--- src/rtl/i281_fetch_pkg.sv ---
// i281_fetch_pkg: shared widths, fetch FSM states, halt offset and branch target arithmetic
package i281_fetch_pkg;
    localparam int ADDR_W = 5;
    localparam int WORD_W = 16;
    localparam logic [7:0] HALT_OFFSET = 8'hFF;
    typedef enum logic [1:0] {IDLE, RUN, HALT} state_t;
    // Low bits of an 8-bit two's complement add equal the modulo-32 target.
    function automatic logic [ADDR_W-1:0] branch_target(input logic [ADDR_W-1:0] pc, input logic [7:0] off);
        logic [7:0] sum;
        sum = 8'(pc) + 8'd1 + off;
        return sum[ADDR_W-1:0];
    endfunction
endpackage

--- src/rtl/i281_bios_word_mux.sv ---
// i281_bios_word_mux: selects one 16-bit BIOS word from the low/high banks by 5-bit address
// Ports: bios_low_flat/bios_high_flat (16 words each), addr (5), word (16)
module i281_bios_word_mux
    import i281_fetch_pkg::*;
(
    input  logic [16*WORD_W-1:0] bios_low_flat,
    input  logic [16*WORD_W-1:0] bios_high_flat,
    input  logic [ADDR_W-1:0]    addr,
    output logic [WORD_W-1:0]    word
);
    always_comb word = addr[ADDR_W-1] ? bios_high_flat[{addr[3:0], 4'b0000} +: WORD_W]
                                      : bios_low_flat[{addr[3:0], 4'b0000} +: WORD_W];
endmodule

--- src/rtl/i281_fetch_unit.sv ---
// i281_fetch_unit: PC, BIOS fetch into IR, relative branch with one bubble, stall, optional halt
// Ports: clk, rst (async high), bios_low_flat/bios_high_flat, fetch_en, stall, branch_taken,
//        branch_offset -> pc_out, instr_out, instr_valid, halted
// Macro I281_HALT_DETECT_EN: a taken jump-to-self branch enters HALT; otherwise halted is 0.
module i281_fetch_unit
    import i281_fetch_pkg::*;
(
    input  logic                 clk,
    input  logic                 rst,
    input  logic [16*WORD_W-1:0] bios_low_flat,
    input  logic [16*WORD_W-1:0] bios_high_flat,
    input  logic                 fetch_en,
    input  logic                 stall,
    input  logic                 branch_taken,
    input  logic [7:0]           branch_offset,
    output logic [ADDR_W-1:0]    pc_out,
    output logic [WORD_W-1:0]    instr_out,
    output logic                 instr_valid,
    output logic                 halted
);
    state_t              state;
    logic [ADDR_W-1:0]   pc;
    logic [WORD_W-1:0]   word;
    logic                fetch;
    logic                take;
    i281_bios_word_mux u_mux (
        .bios_low_flat (bios_low_flat),
        .bios_high_flat(bios_high_flat),
        .addr          (pc),
        .word          (word)
    );
    // Branch only acts on a live IR word; a squashed slot falls through to a fetch.
    assign take  = state == RUN && fetch_en && branch_taken && instr_valid;
    assign fetch = state != HALT && fetch_en && !take;
    always_ff @(posedge clk or posedge rst) begin
        if (rst) begin
            state       <= IDLE;
            pc          <= '0;
            pc_out      <= '0;
            instr_out   <= '0;
            instr_valid <= 1'b0;
        end else if (!stall) begin
            if (fetch) begin
                state       <= RUN;
                instr_out   <= word;
                pc_out      <= pc;
                instr_valid <= 1'b1;
                pc          <= pc + 1'b1;
            end else if (take) begin
                instr_valid <= 1'b0;
`ifdef I281_HALT_DETECT_EN
                if (branch_offset == HALT_OFFSET) state <= HALT;
                else pc <= branch_target(pc_out, branch_offset);
`else
                pc <= branch_target(pc_out, branch_offset);
`endif
            end else if (state == RUN) begin
                state       <= IDLE;
                instr_valid <= 1'b0;
            end
        end
    end
`ifdef I281_HALT_DETECT_EN
    assign halted = state == HALT;
`else
    assign halted = 1'b0;
`endif
endmodule

--- config.mk ---
export PLATFORM = sky130hd
export DESIGN_NAME = i281_fetch_unit
export DESIGN_NICKNAME = d
export VERILOG_FILES = /design/src/rtl/i281_fetch_pkg.sv /design/src/rtl/i281_bios_word_mux.sv /design/src/rtl/i281_fetch_unit.sv
export SDC_FILE = /design/constraint.sdc
export NUM_CORES = 1
export LEC_CHECK = 0
export ABC_CLOCK_PERIOD_IN_PS = 1900
export CAP_MARGIN = 25
export CORE_AREA = 2 2 213 215
export CTS_CLUSTER_DIAMETER = 50
export CTS_CLUSTER_SIZE = 16
export DETAILED_ROUTE_END_ITERATION = 8
export DIE_AREA = 0 0 215 217
export GPL_TIMING_DRIVEN = 0
export HOLD_SLACK_MARGIN = 0.1
export PLACE_DENSITY = 0.5
export SLEW_MARGIN = 20
export SYNTH_ARGS = -nofsm -noshare
export SYNTH_HDL_FRONTEND = slang
export SYNTH_SLANG_ARGS = --single-unit
--- constraint.sdc ---
create_clock -name clk -period 1.9 [get_ports clk]
set_clock_uncertainty 0.05 [all_clocks]
set_input_delay 0.19 -clock clk [delete_from_list [all_inputs] [get_ports clk]]
set_output_delay 0.19 -clock clk [all_outputs]
set_load 0.01 [all_outputs]
# After elaboration in Yosys (flattened, before gate mapping)
# Index checks and enable logic that the tools add are counted.
# Widths: inputs -> output; s select.
word_totals:
  ff_bits: 29
  output_inout_bits: 23
  elab_cells: 36
op_classes:
  add_sub_neg: 3
  n_eq_ne: 3
  shift: 2
  muxes: 9
  n_bitwise: 1
  reduce_logical: 13
ops:
  columns: ["op", "n"]
  rows:
  - ["$shiftx 256x9->16", 2]
  - ["$mux 16", 1]
  - ["$add 5x1->5 const B", 2]
  - ["$mux 5", 2]
  - ["$mux 2", 3]
  - ["$reduce_and 2->1", 3]
  - ["$add 5x5->5", 1]
  - ["$logic_and 1x1->1", 5]
  - ["$ne 2x2->1 const B", 2]
  - ["$reduce_bool 2->1", 2]
  - ["$mux 1", 3]
  - ["$reduce_and 3->1", 1]
  - ["$reduce_bool 3->1", 1]
  - ["$eq 2x1->1 const B", 1]
  - ["$logic_not 1->1", 1]
  - ["$not 1->1", 1]

# Logic depth before layout (Yosys ltp)
# Gate-level depths: netlist (run 1).
depth:
  word_depth: 8
  mapped_depth: 9
  depth_no_buf: 9

# Hierarchy
# Synthesis (run 1) repeated with hierarchy kept, for this count alone.
unflattened:
  cells_unflattened: 679
  hier_area_um2: 5964.5
modules_own_cells:
  columns: ["module", "n_inst", "cells_per_inst", "area_per_inst_um2"]
  rows:
  - ["i281_bios_word_mux", 1, 569, 4629.4]
  - ["i281_fetch_unit", 1, 110, 1335.0]

# Worst setup path before layout (run 1)
# OpenSTA, ideal clock, no wires.
synth_timing:
  path_kind: "flip-flop to flip-flop"
  startpoint: "register pc_out[0]"
  endpoint: "register pc[4]"
  setup_ns: 0.121
  t_arrival_ns: 1.630
  setup_slack_ns: 0.099
  stages_incl_launch_ff: 10
  path_cell_list: "dfrtp_1 -> inv_1 -> ha_1 -> fa_1 -> inv_1 -> a21o_1 -> a21oi_1 -> xnor2_1 -> a21oi_1 -> o22a_1"
synth_via:
  elab_chain_len: 4
synth_rtl:
  columns: ["element", "line_no", "rtl"]
  rows:
  - ["start: declaration", "i281_fetch_unit.sv:16", "output logic [ADDR_W-1:0] pc_out,"]
  - ["start signal: assignment", "i281_fetch_unit.sv:46", "pc_out <= pc;"]
  - ["$add 5x1->5", "i281_fetch_pkg.sv:10", "sum = 8'(pc) + 8'd1 + off;"]
  - ["$add 5x5->5", "i281_fetch_pkg.sv:10", null]
  - ["$mux 5", "i281_fetch_unit.sv:49", "end else if (take) begin"]
  - ["$mux 5", "i281_fetch_unit.sv:43", "if (fetch) begin"]
  - ["end signal: assignment", "i281_fetch_unit.sv:48", "pc <= pc + 1'b1;"]
  - ["end signal: assignment", "i281_fetch_unit.sv:55", "pc <= branch_target(pc_out, branch_offset);"]
  - ["end: declaration", "i281_fetch_unit.sv:22", "logic [ADDR_W-1:0] pc;"]
# No other way between the ends. The select of a mux whose other input is x is not followed.
# A chain may end at the register's enable or synchronous reset.

# Worst setup path in the final report (run 1)
layout_timing:
  startpoint: "register pc[4]"
  endpoint: "register instr_out[6]"
layout_via:
  elab_chain_len: 1
layout_rtl:
  columns: ["element", "line_no", "rtl"]
  rows:
  - ["$mux 16", "i281_bios_word_mux.sv:11", "always_comb word = addr[ADDR_W-1] ? bios_high_flat[{addr[3:0], 4'b0000} +: WORD_W]"]
  - ["end signal: assignment", "i281_fetch_unit.sv:45", "instr_out <= word;"]
  - ["end: declaration", "i281_fetch_unit.sv:17", "output logic [WORD_W-1:0] instr_out,"]
# No other way between the ends.

==> impl_results.md, run 1 <==
- Drt total wl: 44900 um
- Die width: 215 um
- Worst-margin pin slew: 0.802 ns
- Worst-skew pair later-pin latency: 0.28 ns
- Final GP Congestion: 0.915
- Max_cap viols: 0
- WP data arrival: 2.24 ns
- Dpl cells: 1725
- Synthesized cell area: 5590 um^2
- Non-Filler Instances: 1735
- Final Max Tran Viols: 0
- Clock Path Buffers: 2
- Initial antenna violation count: 3
- Setup crit start: pc[4]$_DFFE_PP0P_
- Row count: 78
- DP HPWL: 39300 um
- Post-synth EDFFs: 0
- Cells after Synth: 582
- CP Class: register to register
- Vias in the first global route: 8077
- Slew headroom: 0.465
- CP endpoint kind: register
- Clk pwr share: 0.051
- Flops & latches, synth: 28
- Synthesis Warnings: 0
- Sink Count: 28
- Share of layout cells above drive strength 1: 0.164
- Most area-consuming cells after synthesis: mux2i_1 34%, mux4_2 13%, dfrtp_1 13%, a22oi_1 11%, a221oi_1 5.0%
- Final worst slack: -0.266 ns
- R2r startpoint: pc[4]$_DFFE_PP0P_
- Die Span Y: 217 um
- Overflow after GRT: 0
- RSZ-0062 raised after global routing: true
- Async SR Flop Fraction: 1.00
- Final Setup Violations: 16
- Met1 usage: 0.236
- Final Hold Viols: 0
- Hold crit path type: primary input to asynchronous set/reset pin
- Peak supply drop: 0.481 mV
- Worst-path clk slew: 0.09 ns
- Cell family with most CP delay: buffers and inverters
- Final min period: 2.17 ns
- Met2 Use GR: 0.323
- Critical Path Max Stage Delay: 0.42 ns
- Startpoint Class: register
- Crit path max fanout: 10
- FF-to-FF End: instr_out[6]$_DFFE_PP0P_
- Initial DRT Pass Iterations: 5
- Iter 0 DRT Violations: 348
- CP bufs+invs: 4
- Synth top area share: 0.344
- Worst path cell trace: buf_12 > buf_12 > buf_12 > buf_4 > mux2i_1 > a22oi_1 > a32oi_2 > o211ai_1
- Fmax: 462 MHz
- Worst path depth: 8
- Area Growth Syn to Fin: 126%
- Worst Path Required: 1.97 ns
- Antenna-violating nets left: 0
- DRC: 0
- Max H-tree Level: 1
- Grt peak-use layer: met2
- Internal Power: 0.00673 W
- Comb pwr share: 0.864
- Status: complete, but fails checks
- Syn Nets: 1113
- Routing usage on met3: 0.0390
- Boundary pin count: 548
- First-pass GRT wire length: 60800 um
- Wire per inst: 25.9 um
- CTS tree: built
- Switching Share: 0.491
- Worst setup path end: instr_out[6]$_DFFE_PP0P_
- Count of cell types in the netlist: 37
- Cell accounting for the most synthesized area: mux2i_1
- Final cycle utilization of the critical path: 1.14
- Final core utilization: 0.282
- Initial Util: 0.125
- Seq pwr share: 0.085
- Pleak: 5.05 nW
- Register-to-register setup slack: -0.27 ns
- DIE AREA: 46700 um^2
- GRT Resource Usage Total: 0.183
- Cell mode on critical path: buf_12
- Sequential fraction of the synthesis area: 0.125
- Nets@finish: 1666
- Worst Reg-to-Reg Cells: 8
- Power density cells: 1050 nW/um^2
- Critical Path Slowest Stage Cell: dfrtp_2
- Synth Flop Type: dfrtp_1
- Avg Synthesized Cell Area: 9.60 um^2
- Fillers: 4812
- Failing checks: setup timing
- Largest net degree at the start of global routing: 29
- Vias: 7512
- Total CTS buffers: 3
- Vias/cell: 4.33
- I/O Buffers: 543
- CTS Root Cell: clkbuf_16
- Core area: 44700 um^2
- Psw: 0.00649 W
==> cells by family after synthesis <==
group / share of synthesized area
buf+inv: 0.0779
mux: 0.483
simple gates: 0.0692
flops: 0.125
other cells: 0.000671
xor+xnor: 0.00627
fa+ha+maj: 0.0148
compound gates: 0.223
==> synth_stat cells, types with 2 or more instances <==
library cell	n
buf_6	5
nor2_1	23
buf_4	17
buf_1	6
mux2_2	5
ha_1	5
dfrtp_1	28
buf_12	2
o21ai_0	3
a221oi_1	32
buf_2	10
nand2b_1	19
inv_1	7
nand2_1	10
a22oi_1	80
xnor2_1	4
nand3_1	20
clkbuf_1	26
nor2b_1	2
a21o_1	2
mux2i_1	192
mux4_2	32
o211ai_1	16
a32oi_1	16
a21oi_1	8
==> per-stage QoR <==
stage | setup WS (ns) | hold WS, ns | instance area (um^2) | setup TNS [ns] | total power (W)
floorplan | 0.0989 | 0.205 | 5590 | 0 | 0.00673
global placement | -1.29 | 0.444 | 11800 | -18.43 | 0.0113
detailed placement | -1.27 | 0.466 | 11800 | -18.89 | 0.0113
CTS | -0.277 | 0.324 | 12500 | -3.23 | 0.0132
global route | -0.291 | 0.369 | 12600 | -3.99 | 0.0140
finish | -0.266 | 0.297 | 12600 | -2.56 | 0.0132
==> worst min path at each step <==
stage	startpoint	endpoint	slack [ns]	depth (start not counted)
4_1_cts	rst	pc_out[3]$_DFFE_PP0P_	0.32	2
6_report	rst	pc_out[3]$_DFFE_PP0P_	0.30	2
3_5_place_dp	instr_out[4]$_DFFE_PP0P_	instr_out[4]$_DFFE_PP0P_	0.47	2
3_3_place_gp	state[0]$_DFFE_PP0P_	state[0]$_DFFE_PP0P_	0.44	2
2_1_floorplan	rst	instr_out[0]$_DFFE_PP0P_	0.21	1
5_1_grt	rst	pc_out[0]$_DFFE_PP0P_	0.37	2
==> layout make-up <==
type,count,area (um^2),share of cell area
timing repair buffer,549,5500,0.436
multi-input combinational,480,4890,0.388
tap,600,751,0.0596
sequential,28,703,0.0558
buffer,66,627,0.0497
clock buffer,3,75.1,0.00596
clock inverter,1,30.0,0.00238
inverter,7,26.3,0.00208
antenna,1,2.50,0.000199
==> layout by cell type (no fill, tap or decap), types with 6 or more instances in the layout <==
| master | Yosys | final |
|---|---|---|
| a21oi_1 | 8 | 7 |
| a221oi_1 | 32 | 15 |
| a221oi_2 | 0 | 16 |
| a22oi_1 | 80 | 59 |
| a22oi_2 | 0 | 21 |
| a32oi_1 | 16 | 14 |
| buf_12 | 2 | 9 |
| buf_4 | 17 | 14 |
| buf_6 | 5 | 17 |
| clkbuf_1 | 26 | 6 |
| clkbuf_2 | 0 | 10 |
| clkbuf_4 | 0 | 7 |
| clkdlybuf4s50_1 | 0 | 542 |
| dfrtp_1 | 28 | 26 |
| mux2i_1 | 192 | 174 |
| mux2i_2 | 0 | 12 |
| mux2i_4 | 0 | 6 |
| mux4_2 | 32 | 32 |
| nand2_1 | 10 | 10 |
| nand2b_1 | 19 | 17 |
| nand3_1 | 20 | 18 |
| nor2_1 | 23 | 20 |
| o211ai_1 | 16 | 16 |
==> per-layer routing <==
| metal | wire length (um) | part of all wire |
|---|---|---|
| met5 | 22 | 0.00049 |
| met4 | 391 | 0.0087 |
| met3 | 2950 | 0.066 |
| met2 | 22100 | 0.49 |
| met1 | 19500 | 0.43 |
==> flip-flops by register name (all words and copies together) (netlist names) <==
| register | count |
|---|---|
| pc | 5 |
| pc_out | 5 |
| instr_out | 16 |
| state | 1 |
| instr_valid | 1 |
==> power groups by stage <==
stage | Clock (W) | Combinational, W | Sequential [W]
finish | 0.000680 | 0.0114 | 0.00112
global route | 0.000722 | 0.0121 | 0.00116
CTS | 0.000700 | 0.0114 | 0.00113
detailed placement | 0 | 0.0102 | 0.00112
global placement | 0 | 0.0102 | 0.00110
floorplan | 0 | 0.00558 | 0.00114
==> timing repair <==
action                     4_1_cts  5_1_grt
pin swaps                       11       17
hold endpoints to repair         0        0
gates resized for setup        143       29
setup buffers                    4        2
hold buffers                     0        0
setup endpoints to repair       22       18
No activity file was read; power rests on OpenSTA's default activity.
==> run 2: changes to the inputs <==
--- a/config.mk
+++ b/config.mk
@@ -5,9 +5,10 @@
 export SDC_FILE = /design/constraint.sdc
 export NUM_CORES = 1
 export LEC_CHECK = 0
-export ABC_CLOCK_PERIOD_IN_PS = 1900
+export ABC_CLOCK_PERIOD_IN_PS = 2400
 export CAP_MARGIN = 25
 export CORE_AREA = 2 2 213 215
+export CTS_BUF_LIST = sky130_fd_sc_hd__clkbuf_16
 export CTS_CLUSTER_DIAMETER = 50
 export CTS_CLUSTER_SIZE = 16
 export DETAILED_ROUTE_END_ITERATION = 8
@@ -15,7 +16,6 @@
 export GPL_TIMING_DRIVEN = 0
 export HOLD_SLACK_MARGIN = 0.1
 export PLACE_DENSITY = 0.5
-export SLEW_MARGIN = 20
 export SYNTH_ARGS = -nofsm -noshare
 export SYNTH_HDL_FRONTEND = slang
 export SYNTH_SLANG_ARGS = --single-unit
==> constraint.sdc (replaced) <==
create_clock -name clk -period 2.4 [get_ports clk]
set_clock_uncertainty 0.05 [all_clocks]
set_input_delay 0.24 -clock clk [delete_from_list [all_inputs] [get_ports clk]]
set_output_delay 0.24 -clock clk [all_outputs]
set_load 0.01 [all_outputs]
==> run 2 against run 1 <==
  * The run now ends clean
  * Routed wire length decreased by 0.32%
  * Sequential share of layout area increased by 0.17 points
  * Via count about the same
  * Sequential power decreased by 22%
  * Worst setup slack improved by 0.29 ns
  * Non-clock buffer count decreased by 3
  * Final cell count decreased by 0.17%
  * Count of clock-buffer cells in the layout unchanged
  * Die area unchanged
  * Largest cell class unchanged
==> impl_results.md, run 2 (synthesized netlist as in run 1, its figures left out) <==
- Drt total wl: 44800 um
- Fin area: 12200 um^2
- Status: finished clean
- Most frequent cells in the layout: 543 x clkdlybuf4s50_1, 181 x mux2i_1, 69 x a22oi_1
- GRT Resource Usage Total: 0.183
- DIE AREA: 46700 um^2
- Die width: 215 um
- Worst Path Required: 2.51 ns
- Grt peak-use layer: met2
- Sink Count: 28
- Startpoint Class: register
- Largest net degree at the start of global routing: 18
- Crit path max fanout: 10
- Post-CTS setup buffer count: 0
- Core area: 44700 um^2
- Critical Path Slowest Stage Cell: a221oi_2
- Final Setup Violations: 0
- Switching Share: 0.501
- Met1 usage: 0.239
- Area Growth Syn to Fin: 118%
- Psw: 0.00491 W
- Peak supply drop: 0.309 mV
- Seq pwr share: 0.090
- Critical Path Max Stage Delay: 0.48 ns
- Worst path depth: 7
- CP Class: register to register
- Row count: 78
- DRC: 0
- Overflow after GRT: 0
- Regs by FF count: instr_out (16), pc (5), pc_out (5)
- DP HPWL: 39500 um
- Worst-skew pair later-pin latency: 0.28 ns
- Nets@finish: 1663
- Cell family with most CP delay: compound AO/OA/AOI/OAI gates
- CP endpoint kind: register
- Clk pwr share: 0.055
- First-pass GRT wire length: 61000 um
- Max_cap viols: 0
- Pleak: 4.92 nW
- CP bufs+invs: 3
- Final GP Congestion: 0.915
- Iter 0 DRT Violations: 506
- Die Span Y: 217 um
- Fmax: 422 MHz
- Max H-tree Level: 1
- Vias: 7516
- Worst Reg-to-Reg Cells: 7
- Final cycle utilization of the critical path: 0.988
- Worst-margin pin slew: 0.854 ns
- Worst-path clk slew: 0.08 ns
- Vias/cell: 4.34
- Final core utilization: 0.272
- Hold crit path type: primary input to asynchronous set/reset pin
- Most flops, register: instr_out
- Max reg flops: 16
- Share of layout cells above drive strength 1: 0.114
- Initial antenna violation count: 2
- RSZ-0062 raised after global routing: true
- Initial DRT Pass Iterations: 5
- Vias in the first global route: 8126
- Final Hold Viols: 0
- Placed cell area: 11800 um^2
- Routing usage on met3: 0.0344
- Internal Power: 0.00488 W
- Leading cell type in the layout, fill and taps excluded: clkdlybuf4s50_1
- CTS Root Cell: clkbuf_16
- Clock Path Buffers: 2
- Antenna-violating nets left: 0
- Initial Util: 0.125
- Boundary pin count: 548
- Power density cells: 804 nW/um^2
- Comb pwr share: 0.856
- Final min period: 2.37 ns
- Slew headroom: 0.431
- WP data arrival: 2.48 ns
- CTS tree: built
- Met2 Use GR: 0.326
- Total CTS buffers: 3
- I/O Buffers: 543
- Wire per inst: 25.9 um
- Final Max Tran Viols: 0
- Worst path cell trace: buf_8 > buf_12 > buf_4 > mux2i_1 > a221oi_2 > a22oi_2 > o211ai_1
[run 2: changes by cell type in the layout (fill, tap and decap cells not counted), moves of 9 or more]
cell	before	now
a221oi_1	15	25
a221oi_2	16	7
a22oi_1	59	69
a22oi_2	21	11
[run 2: worst paths after layout]
check / from / endpoint / slack, ns
worst min register to register: instr_out[15]$_DFFE_PP0P_ / instr_out[15]$_DFFE_PP0P_ / 0.49
min in group clk: instr_out[15]$_DFFE_PP0P_ / instr_out[15]$_DFFE_PP0P_ / 0.49
worst max register to register: pc[4]$_DFFE_PP0P_ / instr_out[6]$_DFFE_PP0P_ / 0.03
worst max-delay path: pc[4]$_DFFE_PP0P_ / instr_out[6]$_DFFE_PP0P_ / 0.03
max in group asynchronous: rst / instr_out[14]$_DFFE_PP0P_ / 1.48
worst min-delay path: rst / pc_out[3]$_DFFE_PP0P_ / 0.29
[run 2: metal layers]
layer	share of wire	routed length, um
met3	0.065	2930
met1	0.43	19500
met5	0.00029	13
met2	0.50	22200
met4	0.0043	192
[run 2: metrics by stage]
stage | instances | setup slack [ns] | power, W | hold slack [ns] | TNS, ns
floorplan | 582 | 0.599 | 0.00532 | 0.255 | 0
global placement | 1725 | -0.844 | 0.00897 | 0.444 | -8.69
detailed placement | 1727 | -0.781 | 0.00900 | 0.471 | -8.42
CTS | 1731 | -0.0193 | 0.00982 | 0.311 | -0.0349
global route | 1731 | -0.00129 | 0.0104 | 0.354 | -0.00129
finish | 1732 | 0.0280 | 0.00979 | 0.288 | 0
[run 2: timing repair]
action	4_1_cts	5_1_grt
hold buffers	0	0
endpoints found under the setup margin	16	13
resized for setup	47	30
pin swaps	1	3
[run 2: power by group through the flow]
stage                     clock network, W  registers [W]  logic, W
after floorplan                          0       0.000906   0.00442
after global placement                   0       0.000872   0.00810
after detailed placement                 0       0.000881   0.00812
after CTS                         0.000555       0.000879   0.00839
after global routing              0.000573       0.000904   0.00895
final                             0.000534       0.000878   0.00838
[run 2: cell type report]
type | instances | area (um^2)
Sequential cell | 28 | 701
Inverter | 7 | 26.3
Timing Repair Buffer | 545 | 5470
Fill cell | 4846 | 32500
Clock buffer | 3 | 75.1
Tap cell | 600 | 751
Antenna cell | 1 | 2.50
Clock inverter | 1 | 30.0
Buffer | 67 | 493
Multi-Input combinational cell | 480 | 4630
==> run 3: changes to the inputs <==
--- a/config.mk
+++ b/config.mk
@@ -14,7 +14,7 @@
 export DETAILED_ROUTE_END_ITERATION = 8
 export DIE_AREA = 0 0 215 217
 export GPL_TIMING_DRIVEN = 0
-export HOLD_SLACK_MARGIN = 0.1
+export HOLD_SLACK_MARGIN = 0.05
 export PLACE_DENSITY = 0.5
 export SYNTH_ARGS = -nofsm -noshare
 export SYNTH_HDL_FRONTEND = slang
==> results of run 3 <==
No change in the layout: final DEF, timing and power equal those of run 2.
